File: config.mk
export PLATFORM = sky130hd
export DESIGN_NAME = param_uni_shift_reg
export DESIGN_NICKNAME = d
export VERILOG_FILES = /design/src/rtl/param_uni_shift_reg.sv
export SDC_FILE = /design/constraint.sdc
export NUM_CORES = 1
export LEC_CHECK = 0
export CORE_AREA = 2 2 54 56
export CTS_CLUSTER_SIZE = 10
export DETAILED_ROUTE_END_ITERATION = 10
export DIE_AREA = 0 0 56 58
export GPL_ROUTABILITY_DRIVEN = 0
export PLACE_DENSITY = 0.85
export SETUP_SLACK_MARGIN = 0.02
export SLEW_MARGIN = 40
export SYNTH_ARGS = -nofsm -noshare
export SYNTH_HDL_FRONTEND = slang
export SYNTH_SLANG_ARGS = --single-unit
File: constraint.sdc
create_clock -name clk -period 3.6 [get_ports clk]
set_input_delay 0.54 -clock clk [delete_from_list [all_inputs] [get_ports clk]]
set_output_delay 0.54 -clock clk [all_outputs]
set_load 0.01 [all_outputs]
File: src/rtl/param_uni_shift_reg.sv
// Universal shift register with eight per-cycle modes and a load-then-shift burst engine
// that serialises a word for a programmed number of clock-enabled cycles.
module param_uni_shift_reg #(
  parameter int WIDTH = 8,
  parameter int CNT_W = 4
) (
  input  logic             clk,
  input  logic             rst,
  input  logic             en,
  input  logic [2:0]       mode,
  input  logic             ser_inr,
  input  logic             ser_inl,
  input  logic [WIDTH-1:0] par_in,
  input  logic             start,
  input  logic [CNT_W-1:0] burst_len,
  input  logic             burst_dir,
  output logic [WIDTH-1:0] par_out,
  output logic             ser_outr,
  output logic             ser_outl,
  output logic             busy,
  output logic             done
);

  localparam logic [2:0] M_HOLD = 3'd0;
  localparam logic [2:0] M_SHR  = 3'd1;
  localparam logic [2:0] M_SHL  = 3'd2;
  localparam logic [2:0] M_LOAD = 3'd3;
  localparam logic [2:0] M_ROR  = 3'd4;
  localparam logic [2:0] M_ROL  = 3'd5;
  localparam logic [2:0] M_ASR  = 3'd6;
  localparam logic [2:0] M_CLR  = 3'd7;

  typedef enum logic {IDLE, BURST} state_t;

  state_t             state_q, state_d;
  logic [WIDTH-1:0]   q_q, q_d;
  logic [CNT_W-1:0]   cnt_q, cnt_d;
  logic               dir_q, dir_d;
  logic               done_q, done_d;

  always_ff @(posedge clk or posedge rst) begin
    if (rst) begin
      state_q <= IDLE;
      q_q     <= '0;
      cnt_q   <= '0;
      dir_q   <= 1'b0;
      done_q  <= 1'b0;
    end else begin
      state_q <= state_d;
      q_q     <= q_d;
      cnt_q   <= cnt_d;
      dir_q   <= dir_d;
      done_q  <= done_d;
    end
  end

  always_comb begin
    state_d = state_q;
    q_d     = q_q;
    cnt_d   = cnt_q;
    dir_d   = dir_q;
    done_d  = 1'b0;
    case (state_q)
      IDLE: begin
        if (en) begin
          if (start) begin
            // start outranks mode; a zero-length burst completes without leaving IDLE
            q_d   = par_in;
            dir_d = burst_dir;
            cnt_d = burst_len;
            if (burst_len != '0) state_d = BURST;
            else                 done_d  = 1'b1;
          end else begin
            case (mode)
              M_HOLD:  q_d = q_q;
              M_SHR:   q_d = {ser_inr, q_q[WIDTH-1:1]};
              M_SHL:   q_d = {q_q[WIDTH-2:0], ser_inl};
              M_LOAD:  q_d = par_in;
              M_ROR:   q_d = {q_q[0], q_q[WIDTH-1:1]};
              M_ROL:   q_d = {q_q[WIDTH-2:0], q_q[WIDTH-1]};
              M_ASR:   q_d = {q_q[WIDTH-1], q_q[WIDTH-1:1]};
              M_CLR:   q_d = '0;
              default: q_d = q_q;
            endcase
          end
        end
      end
      BURST: begin
        if (en) begin
          q_d   = dir_q ? {q_q[WIDTH-2:0], ser_inl} : {ser_inr, q_q[WIDTH-1:1]};
          cnt_d = cnt_q - CNT_W'(1);
          if (cnt_q == CNT_W'(1)) begin
            state_d = IDLE;
            done_d  = 1'b1;
          end
        end
      end
      default: state_d = IDLE;
    endcase
  end

  // Serial outputs expose the bit that the next enabled edge will shift out.
  always_comb begin
    ser_outr = 1'b0;
    ser_outl = 1'b0;
    if (state_q == BURST) begin
      ser_outr = !dir_q & q_q[0];
      ser_outl =  dir_q & q_q[WIDTH-1];
    end else begin
      if (mode == M_SHR || mode == M_ROR || mode == M_ASR) ser_outr = q_q[0];
      if (mode == M_SHL || mode == M_ROL)                  ser_outl = q_q[WIDTH-1];
    end
  end

  assign par_out = q_q;
  assign busy    = (state_q == BURST);
  assign done    = done_q;

endmodule

==> results.py, run 1 <==
metrics = {
    "routing": {
        "ant_nets": 0,
        "vias_per_cell": 6.414,
        "drtIter0Drc": 74,
        "dr.pass1.iters": 4,
        "wl_mm": 3.577,
        "wl_per_cell_um": 16.26,
        "routed-via-count": 1411,
        "drc": 0,
    },
    "synthesis": {
        "synth_seq_area_share_pct": 27.30,
        "synth.cell_area_sq_mm": 0.001375,
        "synthesis.nets": 187,
        "synth-async-reset-ratio_pct": 100.0,
        "synthFlopType": "dfrtp_1",
        "ys_warn_count": 0,
        "synthCells": 163,
        "synth_seq_cells": 15,
        "avgSynthCellArea_sq_um": 8.436,
        "synthDistinctLibCells": 49,
        "synth_edf_count": 0,
    },
    "clock_network": {
        "clockBufferDepth": 2,
        "cts_tree": "yes",
        "ctsHtreeMaxLevel": 1,
        "cts.clk_slew.worst_paths_ns": 0.09,
        "ctsHoldBuffers": 0,
        "cts_sinks": 15,
        "postCtsResizedCells": 0,
        "worstSkewPairLatency_ns": 0.28,
        "root_buffer": "clkbuf_4",
        "cts_setup_buffers": 0,
        "numCtsBuffers": 3,
    },
    "cells_and_area": {
        "final_cell_mix": "clkdlybuf4s50_1 (33), dfrtp_1 (14), inv_1 (12)",
        "final_common_cell": "clkdlybuf4s50_1",
        "instances_no_fill": 220,
        "fill_cells": 250,
        "drive_gt1_share_pct": 11.64,
        "nets": 214,
        "synthToLayoutAreaGrowth_pct": 23.66,
        "multi_input_area_sq_um": 860.8,
        "fin_util_pct": 63.86,
        "area.sequential_sq_um": 376.6,
        "design_area_sq_mm": 0.001700,
        "antenna_cells": 0,
    },
    "setup_path": {
        "cpMostUsedCell": "clkdlybuf4s50_1",
        "endpoint_kind": "output pin",
        "worstPathMaxFanout": 12,
        "slowest_stage": "clkdlybuf4s50_1",
        "path_class": "input pin to output pin",
        "worstPathArrival_ns": 2.54,
        "max_stage_delay_ns": 0.60,
        "path_cells": "clkdlybuf4s50_1 > or3b_4 > nand2_1 > nand2b_1 > a21boi_1 > clkdlybuf4s50_1",
        "required_ns": 3.06,
        "critPathLaunchType": "input pin",
    },
    "floorplanning": {
        "row_count": 19,
        "core_area_sq_mm": 0.002663,
        "start_util_pct": 51.64,
        "die_y_um": 58,
        "die-area_sq_mm": 0.003248,
        "io-pin-count": 34,
        "die_width_um": 56,
    },
    "power": {
        "p_leak_nw": 0.6981,
        "p_total_mw": 1.084,
        "power_density_mw_per_mm2": 637.6,
        "peakVddDrop_v": 0.0004339,
    },
    "timing": {
        "setup_viol": 0,
        "tns_ns": 0,
        "setup_ws_ns": 0.5244,
        "tightest_slew_ns": 0.5913,
        "min_period_ns": 3.076,
        "hold_ws_ns": 0.5725,
        "hold_viol": 0,
        "period_share_pct": 85.43,
        "clock-skew-final_ns": 0.006628,
        "slew_violations": 0,
        "slew_headroom_pct": 60.54,
        "max_freq_mhz": 325.1,
        "rsz0062_at_grt": "no",
    },
    "min_path": {
        "hp-class": "flip-flop to flip-flop",
    },
    "placed_design": {
        "place_worst_setup_slack_ns": 0.5391,
        "numPortBuffers": 33,
        "dp_cells": 216,
        "placed_area_sq_mm": 0.001673,
        "place_hpwl_mm": 2.680,
    },
    "status": {
        "outcome": "finished, final reports clean",
    },
    "grt": {
        "gr-total-overflow": 0,
        "grt_pass1_wl_mm": 5.823,
        "grt_max_degree": 28,
        "track_usage_pct": 22.55,
        "grt_pass1_vias": 1233,
        "antenna_found_initial": 0,
    },
    "flow_run": {
        "maxCapViolations": 0,
    },
}
-- Yosys cell counts, drive strengths merged (2+ instances only) --
master,instances,area (sq um)
nand2,9,33.78
o21ai,8,40.03
nor2b,3,21.27
nor2,12,55.06
and3b,2,17.52
nand2b,4,25.02
a221oi,4,35.03
buf,12,86.33
a41oi,2,17.52
nand3b,3,22.52
nor3,2,10.01
o21a,3,22.52
and4,3,26.28
o31ai,3,22.52
mux2,8,90.08
a31oi,9,71.32
a21oi,9,45.04
a211oi,2,20.02
a21boi,4,30.03
nand3,5,25.02
a22oi,7,52.55
o22ai,2,12.51
dfrtp,15,375.4
inv,12,45.04
a21o,2,17.52
clkbuf,2,7.510
mux2i,3,30.03
ha,2,25.02
-- sequential cells by signal (all words and copies together) (netlist names) --
name     flops
busy         1
dir_q        1
done         1
par_out      8
cnt_q        4
-- worst max-delay path, delay by kind of cell --
kind	cells	cell delay (ns)
buf+inv	2	1.16
compound gates	1	0.13
simple gates	3	0.70
-- worst paths after layout --
check	from	end	slack, ns	cells past startpoint
min	cnt_q[0]$_DFFE_PP0P_	cnt_q[0]$_DFFE_PP0P_	0.57	1
min in group asynchronous	rst	par_out[6]$_DFFE_PP0P_	0.61	2
max reg2reg	busy$_DFF_PP0_	par_out[5]$_DFFE_PP0P_	1.89	4
max	mode[0]	ser_outl	0.52	6
max in group asynchronous	rst	busy$_DFF_PP0_	2.58	2
min reg2reg	cnt_q[0]$_DFFE_PP0P_	cnt_q[0]$_DFFE_PP0P_	0.57	1
-- kinds of logic after synthesis --
logic type,Yosys count,share of synthesized area (%)
buffers and inverters,26,10.10
DFF,15,27.30
and+or+nand+nor,49,20.84
muxes,11,8.735
xor gates and xnor gates,1,0.6371
AOI/OAI and AO/OA,59,30.57
adders and majority gates,2,1.820
-- area by class of cell --
cell class	count	share of cell area, %
multi-input combinational	122	50.63
inverter	12	2.649
timing repair buffer	36	20.75
sequential	15	22.15
tap	31	2.281
clock buffer	4	1.545
-- per-layer routing --
metal	vias up	global-route usage [%]	wire length, um	share of wire, %
met3	4	1.563	199	5.6
li1	666	-	-	-
met2	63	37.82	1754	49
met1	678	31.36	1589	44
met5	-	0	0	0
met4	0	7.143	34	0.95
-- power by group --
group          switching (mW)  internal, mW  total, mW
sequential              0.161         0.245      0.406
combinational           0.242         0.338      0.580
clock                  0.0551        0.0430     0.0981
(Power assumes the default switching activity.)
==> inputs of run 2 (changes only) <==
- SLEW_MARGIN: 40 -> 20
==> results.py, run 2 (synthesized netlist as in run 1, its figures left out) <==
metrics = {
    "status": {
        "outcome": "finished, final reports clean",
    },
    "setup_path": {
        "slowest_stage": "clkdlybuf4s50_1",
        "max_stage_delay_ns": 0.60,
        "path_class": "input pin to output pin",
        "worstPathMaxFanout": 12,
        "worstPathArrival_ns": 2.54,
        "critPathLaunchType": "input pin",
        "required_ns": 3.06,
        "endpoint_kind": "output pin",
        "path_cells": "clkdlybuf4s50_1 > or3b_4 > nand2_1 > nand2b_1 > a21boi_1 > clkdlybuf4s50_1",
        "cpMostUsedCell": "clkdlybuf4s50_1",
    },
    "floorplanning": {
        "die_y_um": 58,
        "die_width_um": 56,
        "core_area_sq_mm": 0.002663,
        "io-pin-count": 34,
        "row_count": 19,
        "start_util_pct": 51.64,
        "die-area_sq_mm": 0.003248,
    },
    "clock_network": {
        "postCtsResizedCells": 0,
        "root_buffer": "clkbuf_4",
        "worstSkewPairLatency_ns": 0.28,
        "clockBufferDepth": 2,
        "ctsHtreeMaxLevel": 1,
        "ctsHoldBuffers": 0,
        "cts_tree": "yes",
        "cts_sinks": 15,
        "cts.clk_slew.worst_paths_ns": 0.09,
        "cts_setup_buffers": 0,
        "numCtsBuffers": 3,
    },
    "placed_design": {
        "numPortBuffers": 33,
        "place_hpwl_mm": 2.680,
    },
    "grt": {
        "grt_pass1_wl_mm": 5.823,
        "gr-total-overflow": 0,
        "antenna_found_initial": 0,
        "grt_max_degree": 28,
        "track_usage_pct": 22.55,
        "grt_pass1_vias": 1233,
    },
    "power": {
        "peakVddDrop_v": 0.0004342,
        "power_density_mw_per_mm2": 638.0,
        "pwr-share-seq_pct": 37.4,
        "p_leak_nw": 0.6987,
        "switching_power_mw": 0.4582,
        "pwr-share-comb_pct": 53.6,
        "power_frac_clock_pct": 9.1,
        "p_int_mw": 0.6259,
        "p_sw_share_pct": 42.27,
    },
    "routing": {
        "wl_per_cell_um": 16.26,
        "drtIter0Drc": 74,
        "ant_nets": 0,
        "routed-via-count": 1411,
        "wl_mm": 3.577,
        "dr.pass1.iters": 4,
        "vias_per_cell": 6.414,
        "drc": 0,
    },
    "cells_and_area": {
        "synthToLayoutAreaGrowth_pct": 23.57,
        "largest_register_ffs": 8,
        "nets": 214,
        "fill_cells": 251,
        "final_cell_mix": "clkdlybuf4s50_1 (33), dfrtp_1 (15), inv_1 (12)",
        "drive_gt1_share_pct": 11.11,
        "antenna_cells": 0,
        "final_common_cell": "clkdlybuf4s50_1",
    },
    "timing": {
        "clock-skew-final_ns": 0.006630,
        "setup_viol": 0,
        "slew_violations": 0,
        "min_period_ns": 3.078,
        "tns_ns": 0,
        "max_freq_mhz": 324.9,
        "slew_headroom_pct": 37.51,
        "hold_ws_ns": 0.5725,
        "rsz0062_at_grt": "no",
        "hold_viol": 0,
        "period_share_pct": 85.51,
        "tightest_slew_ns": 0.9374,
    },
    "flow_run": {
        "maxCapViolations": 0,
    },
    "min_path": {
        "hp-class": "flip-flop to flip-flop",
    },
}
-- run 2: critical path: cells and delay by family --
family	cells	cell delay, ns
buffers and inverters	2	1.16
AND/OR/NAND/NOR	3	0.70
AO/OA/AOI/OAI	1	0.13
-- run 2: through the flow --
step	cell area (sq um)	setup WS (ns)	total power, mW	std cells	util (%)
global route	1699	0.4442	1.160	220	63.82
finish	1699	0.5217	1.084	220	63.82
detailed placement	1673	0.5391	0.9807	216	62.83
floorplan	1375	1.744	0.7433	163	-
global placement	1673	0.5642	0.9552	216	62.83
CTS	1699	0.5340	1.081	220	63.82
-- run 2: power by group through the flow --
stage               clock network, mW  registers [mW]  logic [mW]
floorplan                           0           0.345       0.398
global placement                    0           0.401       0.554
finish                         0.0981           0.405       0.581
global route                    0.109           0.420       0.631
detailed placement                  0           0.402       0.578
CTS                             0.101           0.400       0.580
-- run 2: final cells by class --
class,instances,area (sq um),area share [%]
tap,31,38.79,2.283
clock buffer,4,26.28,1.546
inverter,12,45.04,2.651
timing repair buffer,36,352.8,20.77
sequential,15,375.4,22.09
multi-input combinational,122,860.8,50.66
-- run 2: path summary, 6_finish.rpt --
| check | start | end | slack (ns) | cells after the start |
|---|---|---|---|---|
| min in group asynchronous | rst | par_out[6]$_DFFE_PP0P_ | 0.61 | 2 |
| setup reg to reg | busy$_DFF_PP0_ | par_out[5]$_DFFE_PP0P_ | 1.58 | 4 |
| hold reg to reg | cnt_q[0]$_DFFE_PP0P_ | cnt_q[0]$_DFFE_PP0P_ | 0.57 | 1 |
| hold / removal | cnt_q[0]$_DFFE_PP0P_ | cnt_q[0]$_DFFE_PP0P_ | 0.57 | 1 |
| max in group asynchronous | rst | par_out[0]$_DFFE_PP0P_ | 2.61 | 2 |
| setup / recovery | mode[0] | ser_outl | 0.52 | 6 |
-- run 2: per-layer routing --
metal | track usage (%) | wire length, um | up-vias
met1 | 31.36 | 1589 | 678
li1 | - | - | 666
met4 | 7.143 | 34 | 0
met5 | 0 | 0 | -
met3 | 1.563 | 199 | 4
met2 | 37.82 | 1754 | 63
==> inputs of run 3 (changes only) <==
- ABC_AREA: unset -> 1
- CORE_AREA: 2 2 54 56 -> 2 2 52 54
- DIE_AREA: 0 0 56 58 -> 0 0 54 56
- PLACE_DENSITY: 0.85 -> 0.84
==> results.py, run 3 <==
metrics = {
    "setup_path": {
        "critPathLaunchType": "input pin",
        "timing.rr.start": "busy$_DFF_PP0_",
        "rrSetupSlack_ns": 1.97,
        "worstPathMaxFanout": 8,
        "slowest_stage": "clkdlybuf4s50_1",
        "endpoint_kind": "output pin",
        "path_cells": "clkdlybuf4s50_1 > inv_2 > nor2_1 > nand2_1 > nand2_2 > nand2_1 > a21oi_1 > clkdlybuf4s50_1",
        "crit_start": "mode[0]",
        "r2r_cells": 8,
        "max_stage_delay_ns": 0.61,
        "required_ns": 3.06,
        "crit_path_end": "ser_outl",
        "path_class": "input pin to output pin",
        "r2r-end": "par_out[7]$_DFFE_PP0P_",
        "worstPathArrival_ns": 2.38,
    },
    "clock_network": {
        "cts_sinks": 15,
        "root_buffer": "clkbuf_4",
        "worstSkewPairLatency_ns": 0.29,
        "numCtsBuffers": 3,
        "postCtsResizedCells": 0,
        "cts_setup_buffers": 0,
        "ctsHtreeMaxLevel": 1,
        "cts.clk_slew.worst_paths_ns": 0.09,
        "ctsHoldBuffers": 0,
        "clockBufferDepth": 2,
        "cts_tree": "yes",
    },
    "cells_and_area": {
        "final_common_cell": "nor2_1",
        "final_cell_mix": "nor2_1 (43), nand2_1 (38), clkdlybuf4s50_1 (33)",
        "antenna_cells": 0,
        "drive_gt1_share_pct": 5.286,
        "largest_register_ffs": 8,
        "nets": 252,
        "synthToLayoutAreaGrowth_pct": 31.80,
    },
    "synthesis": {
        "synthFlopType": "dfrtp_1",
        "synth-simple-area-share_pct": 35.77,
        "synth_top_family_by_area": "simple AND/OR/NAND/NOR gates",
        "synth.cell_area_sq_mm": 0.001196,
        "synth_seq_area_share_pct": 31.38,
        "ys_top_cells_by_count": "nor2_1 (43), nand2_1 (38), o21ai_0 (18)",
        "synthTopCellsByArea": "dfrtp_1 (31%), nor2_1 (13%), nand2_1 (12%)",
        "avgSynthCellArea_sq_um": 6.166,
        "synth.top_cell.area_share_pct": 31.38,
        "synthesis.nets": 218,
        "synth_edf_count": 0,
        "yosys-mux-area-fraction_pct": 1.151,
        "synth_fa_ha_area_share_pct": 2.092,
        "synthCells": 194,
        "synth_seq_cells": 15,
        "synth_compound_area_share_pct": 18.83,
        "synth-async-reset-ratio_pct": 100.0,
        "yosysMostFrequentCell": "nor2_1",
        "synth-xor-area-share_pct": 1.464,
        "ys_warn_count": 0,
        "synthDistinctLibCells": 25,
        "synth.largest_area_cell": "dfrtp_1",
    },
    "placed_design": {
        "place_hpwl_mm": 2.302,
        "numPortBuffers": 33,
    },
    "grt": {
        "grt_pass1_wl_mm": 5.492,
        "grt_max_degree": 24,
        "grt_pass1_vias": 1293,
        "antenna_found_initial": 0,
        "track_usage_pct": 23.92,
        "gr-total-overflow": 0,
    },
    "power": {
        "power_frac_clock_pct": 9.2,
        "pwr-share-comb_pct": 58.8,
        "p_sw_share_pct": 45.64,
        "p_leak_nw": 0.7278,
        "p_int_mw": 0.5850,
        "power_density_mw_per_mm2": 682.7,
        "p_total_mw": 1.076,
        "peakVddDrop_v": 0.0004723,
        "switching_power_mw": 0.4913,
        "pwr-share-seq_pct": 32.0,
    },
    "routing": {
        "wl_mm": 3.193,
        "routed-via-count": 1373,
        "drc": 0,
        "wl_per_cell_um": 12.42,
        "drtIter0Drc": 54,
        "ant_nets": 0,
        "dr.pass1.iters": 5,
        "vias_per_cell": 5.342,
    },
    "floorplanning": {
        "die-area_sq_mm": 0.003024,
        "row_count": 18,
        "start_util_pct": 49.18,
        "io-pin-count": 34,
        "die_y_um": 56,
        "core_area_sq_mm": 0.002432,
        "die_width_um": 54,
    },
    "timing": {
        "tns_ns": 0,
        "slew_headroom_pct": 59.44,
        "min_period_ns": 2.924,
        "setup_viol": 0,
        "tightest_slew_ns": 0.6078,
        "clock-skew-final_ns": 0.003309,
        "rsz0062_at_grt": "no",
        "hold_viol": 0,
        "max_freq_mhz": 342.0,
        "slew_violations": 0,
        "period_share_pct": 81.21,
    },
    "min_path": {
        "hp-class": "flip-flop to flip-flop",
    },
    "status": {
        "outcome": "finished, final reports clean",
    },
    "flow_run": {
        "maxCapViolations": 0,
    },
}
run 3: cell count changes in the layout (fill, tap and decap cells not counted), moves of 7 or more:
cell and change:
nand3_1 +12, nand2_1 +29, nor2_1 +33, a22oi_1 -7
o21ai_0 +13, a21oi_1 +8, a31oi_1 -7
run 3: how the worst min path moves through the flow:
| stage | startpoint | end | slack, ns | cells past startpoint |
|---|---|---|---|---|
| 3_5_place_dp | cnt_q[2]$_DFFE_PP0P_ | cnt_q[2]$_DFFE_PP0P_ | 0.52 | 2 |
| 4_1_cts | cnt_q[2]$_DFFE_PP0P_ | cnt_q[2]$_DFFE_PP0P_ | 0.54 | 2 |
| 3_3_place_gp | cnt_q[2]$_DFFE_PP0P_ | cnt_q[2]$_DFFE_PP0P_ | 0.51 | 2 |
| 6_report | cnt_q[2]$_DFFE_PP0P_ | cnt_q[2]$_DFFE_PP0P_ | 0.54 | 2 |
| 2_1_floorplan | rst | busy$_DFF_PP0_ | 0.44 | 1 |
| 5_1_grt | cnt_q[2]$_DFFE_PP0P_ | cnt_q[2]$_DFFE_PP0P_ | 0.57 | 2 |
run 3: cell type report:
type | instances | area (sq um)
Inverter | 23 | 88.84
Clock inverter | 1 | 5.005
Multi-Input combinational cell | 151 | 709.4
Sequential cell | 15 | 375.4
Tap cell | 30 | 37.54
Fill cell | 225 | 855.8
Timing Repair Buffer | 34 | 337.8
Clock buffer | 3 | 22.52
run 3: cells by family after synthesis:
group | count (synthesis)
xor+xnor | 2
mux | 1
compound gates | 42
simple gates | 104
buf+inv | 28
flops | 15
fa+ha+maj | 2
run 3: power by group through the flow:
stage / sequential (mW) / combinational (mW) / clock [mW]
2_1_floorplan: 0.345 / 0.373 / 0
3_3_place_gp: 0.346 / 0.615 / 0
3_5_place_dp: 0.347 / 0.623 / 0
4_1_cts: 0.343 / 0.632 / 0.102
6_report: 0.345 / 0.633 / 0.0985
5_1_grt: 0.362 / 0.722 / 0.108
run 3: per-layer routing:
metal	wire, um	share of wire [%]	GRT usage, %	vias to the layer above
li1	-	-	-	699
met1	1461	46	33.06	605
met2	1434	45	36.59	65
met3	255	8.0	1.882	4
met4	41	1.3	11.79	0
met5	0	0	0	-
run 3: critical path: cells and delay by family:
kind	cells	cell delay [ns]
AND/OR/NAND/NOR	4	0.46
buffers and inverters	3	1.24
AO/OA/AOI/OAI	1	0.15
run 3: through the flow:
stage	hold slack, ns	setup slack (ns)	util [%]	instance area (sq um)	instances
3_5_place_dp	0.5194	0.6833	63.68	1549	253
2_1_floorplan	0.4415	1.769	-	1196	194
4_1_cts	0.5421	0.6871	64.81	1577	257
6_report	0.5414	0.6764	64.81	1577	257
3_3_place_gp	0.5053	0.7340	63.68	1549	253
5_1_grt	0.5663	0.5544	64.81	1577	257
